## src/rtl/pio_mux_gen.sv

```systemverilog
// pio_mux_gen: bus-programmable GPIO with a per-pin alternate-function mux,
// synchronised pad inputs and a maskable, sticky edge interrupt.
module pio_mux_gen #(
  parameter int PINS        = 32,
  parameter int MSEL_W      = 2,
  parameter int SYNC_STAGES = 2
) (
  input  logic                                iCLK,
  input  logic                                iRESET,
  input  logic [4:0]                          iADDRESS,
  input  logic                                iREAD,
  input  logic                                iWRITE,
  input  logic [31:0]                         iWRITE_DATA,
  output logic [31:0]                         oREAD_DATA,
  output logic                                oREAD_DATAVALID,
  input  logic [PINS-1:0]                     iPIN_IN,
  output logic [PINS-1:0]                     oPIN_OUT,
  output logic [PINS-1:0]                     oPIN_OE,
  input  logic [PINS*((1<<MSEL_W)-1)-1:0]     iALT_OUT,
  input  logic [PINS*((1<<MSEL_W)-1)-1:0]     iALT_OE,
  output logic                                oIRQ
);

  localparam int NF = (1 << MSEL_W) - 1;
  localparam int MB = PINS * MSEL_W;
  localparam int NW = (MB + 31) / 32;
  localparam int PW = $clog2(SYNC_STAGES + 2);

  logic [PINS-1:0] out_q, out_d, dir_q, dir_d, mask_q, mask_d;
  logic [PINS-1:0] rise_en_q, rise_en_d, fall_en_q, fall_en_d;
  logic [PINS-1:0] status_q, status_d, w1c, edge_set, wdata;
  logic [NW*32-1:0] msel_q, msel_d;
  logic [SYNC_STAGES-1:0][PINS-1:0] sync_q;
  logic [PINS-1:0] prev_q, sync_last, rise, fall;
  logic [PW-1:0]   prime_q;
  logic [31:0]     rdata_q, rd_mux;
  logic            rvalid_q, irq_q, edge_en;
  int              msel_w;

  assign wdata     = iWRITE_DATA[PINS-1:0];
  assign sync_last = sync_q[SYNC_STAGES-1];
  assign rise      = sync_last & ~prev_q;
  assign fall      = ~sync_last & prev_q;
  // Edges stay masked until the synchroniser has flushed its reset zeros.
  assign edge_en   = (prime_q == '0);

  always_comb msel_w = int'(iADDRESS) - 16;

  always_comb begin
    out_d     = out_q;
    dir_d     = dir_q;
    mask_d    = mask_q;
    rise_en_d = rise_en_q;
    fall_en_d = fall_en_q;
    msel_d    = msel_q;
    w1c       = '0;
    if (iWRITE) begin
      case (iADDRESS)
        5'd1:    out_d     = wdata;
        5'd2:    dir_d     = wdata;
        5'd3:    mask_d    = wdata;
        5'd4:    rise_en_d = wdata;
        5'd5:    fall_en_d = wdata;
        5'd6:    w1c       = wdata;
        5'd7:    out_d     = out_q | wdata;
        5'd8:    out_d     = out_q & ~wdata;
        default: ;
      endcase
      for (int w = 0; w < NW; w++)
        for (int b = 0; b < 32; b++)
          if (msel_w == w && (w * 32 + b) < MB) msel_d[w*32+b] = iWRITE_DATA[b];
    end
    edge_set = edge_en ? ((rise & rise_en_q) | (fall & fall_en_q)) : '0;
    // A new edge beats a simultaneous clear.
    status_d = (status_q & ~w1c) | edge_set;
  end

  always_comb begin
    rd_mux = '0;
    case (iADDRESS)
      5'd0:    rd_mux = 32'(sync_last);
      5'd1:    rd_mux = 32'(out_q);
      5'd2:    rd_mux = 32'(dir_q);
      5'd3:    rd_mux = 32'(mask_q);
      5'd4:    rd_mux = 32'(rise_en_q);
      5'd5:    rd_mux = 32'(fall_en_q);
      5'd6:    rd_mux = 32'(status_q);
      default: begin
        for (int w = 0; w < NW; w++)
          if (msel_w == w) rd_mux = msel_q[w*32 +: 32];
      end
    endcase
  end

  always_ff @(posedge iCLK or posedge iRESET) begin
    if (iRESET) begin
      out_q     <= '0;
      dir_q     <= '0;
      mask_q    <= '0;
      rise_en_q <= '0;
      fall_en_q <= '0;
      status_q  <= '0;
      msel_q    <= '0;
      sync_q    <= '0;
      prev_q    <= '0;
      prime_q   <= PW'(SYNC_STAGES + 1);
      rdata_q   <= '0;
      rvalid_q  <= 1'b0;
      irq_q     <= 1'b0;
    end else begin
      out_q     <= out_d;
      dir_q     <= dir_d;
      mask_q    <= mask_d;
      rise_en_q <= rise_en_d;
      fall_en_q <= fall_en_d;
      status_q  <= status_d;
      msel_q    <= msel_d;
      sync_q    <= {sync_q[SYNC_STAGES-2:0], iPIN_IN};
      prev_q    <= sync_last;
      if (prime_q != '0) prime_q <= prime_q - 1'b1;
      if (iREAD) rdata_q <= rd_mux;
      rvalid_q  <= iREAD;
      irq_q     <= |(status_q & mask_q);
    end
  end

  always_comb begin
    oPIN_OUT = '0;
    oPIN_OE  = '0;
    for (int i = 0; i < PINS; i++) begin
      oPIN_OUT[i] = out_q[i];
      oPIN_OE[i]  = dir_q[i];
      for (int f = 1; f <= NF; f++) begin
        if (msel_q[i*MSEL_W +: MSEL_W] == MSEL_W'(f)) begin
          oPIN_OUT[i] = iALT_OUT[(f-1)*PINS+i];
          oPIN_OE[i]  = iALT_OE[(f-1)*PINS+i];
        end
      end
    end
  end

  assign oREAD_DATA      = rdata_q;
  assign oREAD_DATAVALID = rvalid_q;
  assign oIRQ            = irq_q;

endmodule

```

## config.mk

```make
export PLATFORM = sky130hd
export DESIGN_NAME = pio_mux_gen
export DESIGN_NICKNAME = d
export VERILOG_FILES = /design/src/rtl/pio_mux_gen.sv
export SDC_FILE = /design/constraint.sdc
export NUM_CORES = 1
export LEC_CHECK = 0
export CORE_ASPECT_RATIO = 1.75
export CORE_UTILIZATION = 50
export DETAILED_ROUTE_END_ITERATION = 10
export GPL_TIMING_DRIVEN = 0
export PLACE_DENSITY = 0.85
export REMOVE_ABC_BUFFERS = 1
export SLEW_MARGIN = 15
export SYNTH_ARGS = -nofsm -noshare
export SYNTH_HDL_FRONTEND = slang
export SYNTH_SLANG_ARGS = --single-unit
```

## constraint.sdc

```tcl
create_clock -name iCLK -period 32.1 [get_ports iCLK]
set_input_delay 4.815 -clock iCLK [delete_from_list [all_inputs] [get_ports iCLK]]
set_output_delay 4.815 -clock iCLK [all_outputs]
set_load 0.02 [all_outputs]
```

---- Word level (Yosys, flattened, before mapping) ----
Index checks and enable logic that the tools add are counted.
word-level totals
  register bits ........................... 388
operators by class
  equality and inequality tests ........... 105
  bitwise gates (word level) .............. 14
  multiplexer cells ....................... 199
  reduce and logical (&&, ||, !) cells .... 13
  $add $sub $neg .......................... 2
operators by type and width
  kind                                                                   count
  32-bit AND                                                             7
  32-bit one-hot mux with 7 select lines                                 1
  1-bit two-way mux                                                      192
  32-bit two-way mux                                                     5
  2-bit equality test, second input constant                             64
  32-bit NOT                                                             4
  32-bit OR                                                              3
  32-bit one-hot mux with 3 select lines                                 1
  2-bit by 1-bit equality test with 1-bit output, second input constant  32
  32-bit logical NOT                                                     1
  32-bit OR reduction                                                    1
  5-bit by 3-bit equality test with 1-bit output, second input constant  4
  2-bit AND reduction                                                    7
  5-bit by 2-bit equality test with 1-bit output, second input constant  2
  6-bit by 2-bit equality test with 1-bit output, second input constant  1
  5-bit by 5-bit subtractor with 6-bit output, second input constant     1
  5-bit by 1-bit equality test with 1-bit output, second input constant  1
  5-bit by 4-bit equality test with 1-bit output, second input constant  1
  5-bit logical NOT                                                      1
  3-bit nonzero test                                                     1
  2-bit logical NOT                                                      1
  2-bit nonzero test                                                     1
  2-bit by 1-bit subtractor with 2-bit output, second input constant     1

---- Depth between registers and ports, before layout ----
Gate-level depths: netlist of the first run.
  word-level depth ........................ 6
  depth in mapped cells ................... 8

---- Worst setup path after synthesis of the first run ----
OpenSTA, ideal clock, no wires.
  path kind ............................... input-to-output
  from .................................... input iALT_OE[64]
  to ...................................... output oPIN_OE[0]
  cell stages on the path ................. 1
  path buffers ............................ 0
  required time ........................... 27285 ps
  data arrival time ....................... 5339 ps
  slack ................................... 21946 ps
  cell sequence ........................... mux4_2
between the ends
  word-level cells in the longest chain between the ends .. 1
RTL lines
  what                RTL line  RTL
  start: declaration  20        input logic [PINS*((1<<MSEL_W)-1)-1:0] iALT_OE,
  1-bit two-way mux   134       if (msel_q[i*MSEL_W +: MSEL_W] == MSEL_W'(f)) begin
  end: declaration    18        output logic [PINS-1:0] oPIN_OE,
No other way between the ends.

---- Final worst setup path of the first run ----
  from .................................... input iALT_OUT[90]
  to ...................................... output oPIN_OUT[26]
between the ends
  word-level cells in the longest chain between the ends .. 1
RTL lines
  what                RTL line  RTL
  start: declaration  19        input logic [PINS*((1<<MSEL_W)-1)-1:0] iALT_OUT,
  1-bit two-way mux   134
  end: declaration    17        output logic [PINS-1:0] oPIN_OUT,
No other way between the ends.

==> results, run 1 <==
- The gate count after technology mapping is 1471.
- The part of the total power dissipated in the clock network is 0.292.
- Clock-pin slew was measured on the worst setup and hold paths at 0.06 ns.
- Subtracting the final worst setup slack from the clock period gives approximately 11 ns.
- Once layout is complete, the cells apart from fillers number 2278.
- The flow ran to the end, and the final reports show no timing, DRC or antenna violations.
- Measured against its own limit, the worst slew margin works out to 0.279.
- For the pin with the worst max-slew slack, the measured transition is approximately 1.1 ns.
- After floorplanning, the core was sized to cover about 37000 µm².
- From synthesis to final layout, the design area changed by 28.1%.
- The net switching component of the power is 0.422 mW.
- The combined area of all synthesized cells is 18900 µm².
- For this run, the number of Yosys warnings is 0.
- The clock tree from TritonCTS is yes.
- The number of post-CTS setup repair buffers is 0.
- The detail route stage leaves a number of antenna-violating nets equal to 0.
- The kind of capture point of the worst setup path is an output pin.
- At the later pin of the worst-skew pair, clock insertion delay measures 0.53 ns.
- The height of the chip is 259 µm.
- At the end of the flow, the number of nets in the layout was 2044.
- The number of levels the H-tree was split into is 2.
- The buffer levels on the longest clock path is 3.
- The required time of the critical path is 27.28 ns.
- STA classifies the critical path startpoint as a primary input.
- The reg-to-reg startpoint is status_q[24].
- The fraction of the yosys area taken by sequential cells is 0.514.
- Entering global routing, the biggest net connects 90 pins.
- Of the total power, registers draw 0.459.
- The detailed placer's ending HPWL is 43.1 mm.
- The routed design has about 62 mm of wire.
- The final hold violation count is 0.
- Counting the buffers created by CTS gives 36.
- Clock skew on the completed layout was measured at 0.0103 ns.
- The endpoint identified for the worst register-to-register timing path is oIRQ.
- The via count of the first global-routing pass is ~15000.
- After detailed routing, the number of remaining DRC violations is 0.
- The initial antenna violation count is 6.
- Setup repair after global routing left no endpoint under its margin.
- Of all nets on the critical path, the largest fanout is 1.
- The most used flip-flop cell after synthesis is sky130_fd_sc_hd__dfrtp_1.
- For this run, the top clock speed supported by timing is 0.0894 GHz.
- The tool flagged a number of max-cap violations equal to 0.
- The worst hold path terminates at sync_last[26].
- Counting tap cells, the placed design contains a total of between 2000 and 2500 instances.
- The worst hold path was traced through 0 stages.
- The async set or reset register ratio after synthesis is 1.00.
- The number of buffer cells added on primary ports is about 360.
- After detailed routing, the average wire length per cell comes to 27.3 µm.
- Of the total power, the share spent switching nets is 0.298.
- From left edge to right edge, the die measures 149 µm.
- The starting density of the core is 0.510.
- The total of endpoints with negative setup slack in the final report is 0.
- The number of register bits inferred by synthesis is 388.
- In this run the static leakage power is 10.4 nW.
- The first element of the critical path is iALT_OUT[90].
- Buffers inserted to repair hold after CTS numbered 0.
- The global-route total usage across every layer is 0.325.
- The number of rows created at floorplan is 93.
- The worst register-to-register path has a setup slack of 30.27 ns.
- The global-route wire length before repair is between 90 and 100 mm.
- The number of library cell types mapped by synthesis is 55.
- The count of cells resized by post-cts repair is 0.
- The detailed-router iteration count before antenna repair is 5.
- Of the total power, combinational logic draws 0.249.
- Detailed routing inserted a total of 14700 vias.
- The number of vias per cell after detailed routing is 6.45.
- The proportion of layout cells with a drive suffix above 1 is 0.201.
- A synthesized cell averages 12.8 µm².
- The min-delay analysis places its worst path in the category reg -> reg.
- The number of DRC violations after detailed-routing iteration 0 is 1031.
- The root buffer cell is sky130_fd_sc_hd__clkbuf_16.
- Clock tree synthesis found a total of 388 sinks.
- The total negative setup slack is 0 ns.
- VDD sags by at most 0.0389 mV.
- The synthesized design contains 0 enable-type register cells.
- The arrival time at the worst endpoint is 6.37 ns.
- The setup path with the least slack is of type in -> out.
- The internal cell power is approximately 0.99 mW.
- Routability-driven placement finished with a final weighted congestion of between 0.8 and 0.9.
- The worst reg2reg path depth is 3.
- In this run the most critical hold path is launched from sync_q[26].
- The portion of the clock cycle consumed by the worst path in the final layout is 0.348.
- For this design the ratio of total power to cell area is 58.4 nW/µm².
- For this design the top-level I/O count stands at approximately 360.
- The total global routing overflow is 0.
- The number of max-slew violations in the final report came to 0.
- The floorplan step defined a die boundary enclosing 38600 µm².
worst max-delay path, cell delays in order:
cell	delay, ns
sky130_fd_sc_hd__clkdlybuf4s50_1	0.40
sky130_fd_sc_hd__mux4_2	0.47
sky130_fd_sc_hd__clkdlybuf4s50_1	0.67
synthesized netlist by cell type, types with 2 or more instances:
library cell	number	area (µm²)
sky130_fd_sc_hd__buf_6	10	113
sky130_fd_sc_hd__o21ai_1	5	25.0
sky130_fd_sc_hd__a22oi_1	14	105
sky130_fd_sc_hd__inv_1	4	15.0
sky130_fd_sc_hd__mux2_1	67	754
sky130_fd_sc_hd__o21ai_0	57	285
sky130_fd_sc_hd__nor2_1	82	308
sky130_fd_sc_hd__a22o_1	65	569
sky130_fd_sc_hd__clkbuf_1	67	251
sky130_fd_sc_hd__a21oi_1	94	470
sky130_fd_sc_hd__nand2b_1	4	25.0
sky130_fd_sc_hd__a211o_1	32	280
sky130_fd_sc_hd__buf_12	3	60.1
sky130_fd_sc_hd__a311o_1	2	20.0
sky130_fd_sc_hd__mux4_2	64	1440
sky130_fd_sc_hd__o22ai_1	26	163
sky130_fd_sc_hd__buf_2	43	215
sky130_fd_sc_hd__mux2_4	60	901
sky130_fd_sc_hd__dfrtp_1	386	9660
sky130_fd_sc_hd__nor2b_1	2	12.5
sky130_fd_sc_hd__nand2_1	119	447
sky130_fd_sc_hd__mux2i_1	65	651
sky130_fd_sc_hd__dfstp_2	2	52.6
sky130_fd_sc_hd__nand4_1	5	31.3
sky130_fd_sc_hd__mux2_2	97	1090
sky130_fd_sc_hd__o2bb2ai_1	7	61.3
sky130_fd_sc_hd__a211oi_2	30	375
sky130_fd_sc_hd__nand3b_1	32	240
area by class of cell:
type,count,area [µm²]
Sequential cell,388,9710
Tap cell,475,594
Clock buffer,53,1060
Antenna cell,3,7.51
Clock inverter,7,37.5
Inverter,4,22.5
Multi-Input combinational cell,955,8550
Timing Repair Buffer,393,4200
Fill cell,2678,12800
registers in the layout, indices dropped and copies added, names as in the netlist:
signal / flops
prev_q: 32
fall_en_q: 32
rise_en_q: 32
oREAD_DATAVALID: 1
sync_last: 32
oREAD_DATA: 32
status_q: 32
mask_q: 32
sync_q: 32
msel_q: 64
oIRQ: 1
dir_q: 32
out_q: 32
prime_q: 2
how the worst max path moves through the flow:
stage	endpoint	slack (ns)	cells after the start
after floorplan	dir_q[0]	16.50	1
after global placement	msel_q[63]	12.36	2
after detailed placement	oPIN_OUT[26]	20.93	3
after CTS	oPIN_OUT[26]	20.93	3
after global routing	oPIN_OUT[26]	20.90	3
final	oPIN_OUT[26]	20.92	3
power by group through the flow:
stage / logic, mW / clock network, mW / registers [mW]
final: 0.352 / 0.412 / 0.649
after CTS: 0.352 / 0.413 / 0.646
after global placement: 0.338 / 0 / 0.649
after floorplan: 0.201 / 0 / 0.621
after global routing: 0.372 / 0.434 / 0.655
after detailed placement: 0.349 / 0 / 0.654
stage by stage:
stage                     power (mW)  hold WS, ns  area, µm²  utilization  worst slack, ns
after floorplan                0.823        0.331      18200            -            16.50
after global placement         0.987        0.333      22500        0.607            12.36
after detailed placement        1.00        0.336      23100        0.624            20.93
after CTS                       1.41        0.350      24200        0.653            20.93
after global routing            1.46        0.352      24200        0.653            20.90
final                           1.41        0.349      24200        0.653            20.92
layout by cell type (no fill, tap or decap), drive strengths merged, types with 6 or more instances in the layout:
master and instances:
o22ai 26, a22oi 14, a211o 32, buf 36, o2bb2ai 7, a22o 65, clkinv 6, a21oi 94
nor2 85, clkbuf 53, mux2 224, nand3b 32, clkdlybuf4s50 357, mux2i 65, nand2 120, o21ai 62
a211oi 31, dfrtp 386, mux4 64
routing by layer:
metal  global-route usage  wire length (µm)
met1                0.384             21700
met2                0.537             31200
met4                0.211              3970
met3               0.0657              5190
met5                    0                42
cell families (layout without fill, tap and decap cells):
kind of cell,after synthesis,count (layout),synth area share
muxes,353,353,0.256
xor gates and xnor gates,2,2,0.000928
buffers and inverters,128,457,0.0351
adders and majority gates,1,1,0.000663
and+or+nand+nor,261,261,0.0653
DFF,388,388,0.514
other,0,3,0
AOI/OAI and AO/OA,338,338,0.127
Note: power is estimated with default switching activity, not from simulation.
==> inputs of run 2 (changes only) <==
==> constraint.sdc (replaced) <==
create_clock -name iCLK -period 10.49 [get_ports iCLK]
set_input_delay 1.5735 -clock iCLK [delete_from_list [all_inputs] [get_ports iCLK]]
set_output_delay 1.5735 -clock iCLK [all_outputs]
set_load 0.02 [all_outputs]
==> results of run 2 <==
The final DEF is identical to that of run 1. Status: complete, no violations.
Main changes from that run: setup slack after placement 20.93 ns -> 5.54 ns; setup slack after layout 20.92 ns -> 5.79 ns; register-to-register setup slack 30.27 ns -> 8.66 ns; total power 1.41 mW -> 4.32 mW; worst IR drop on VDD 0.0389 mV -> 0.119 mV
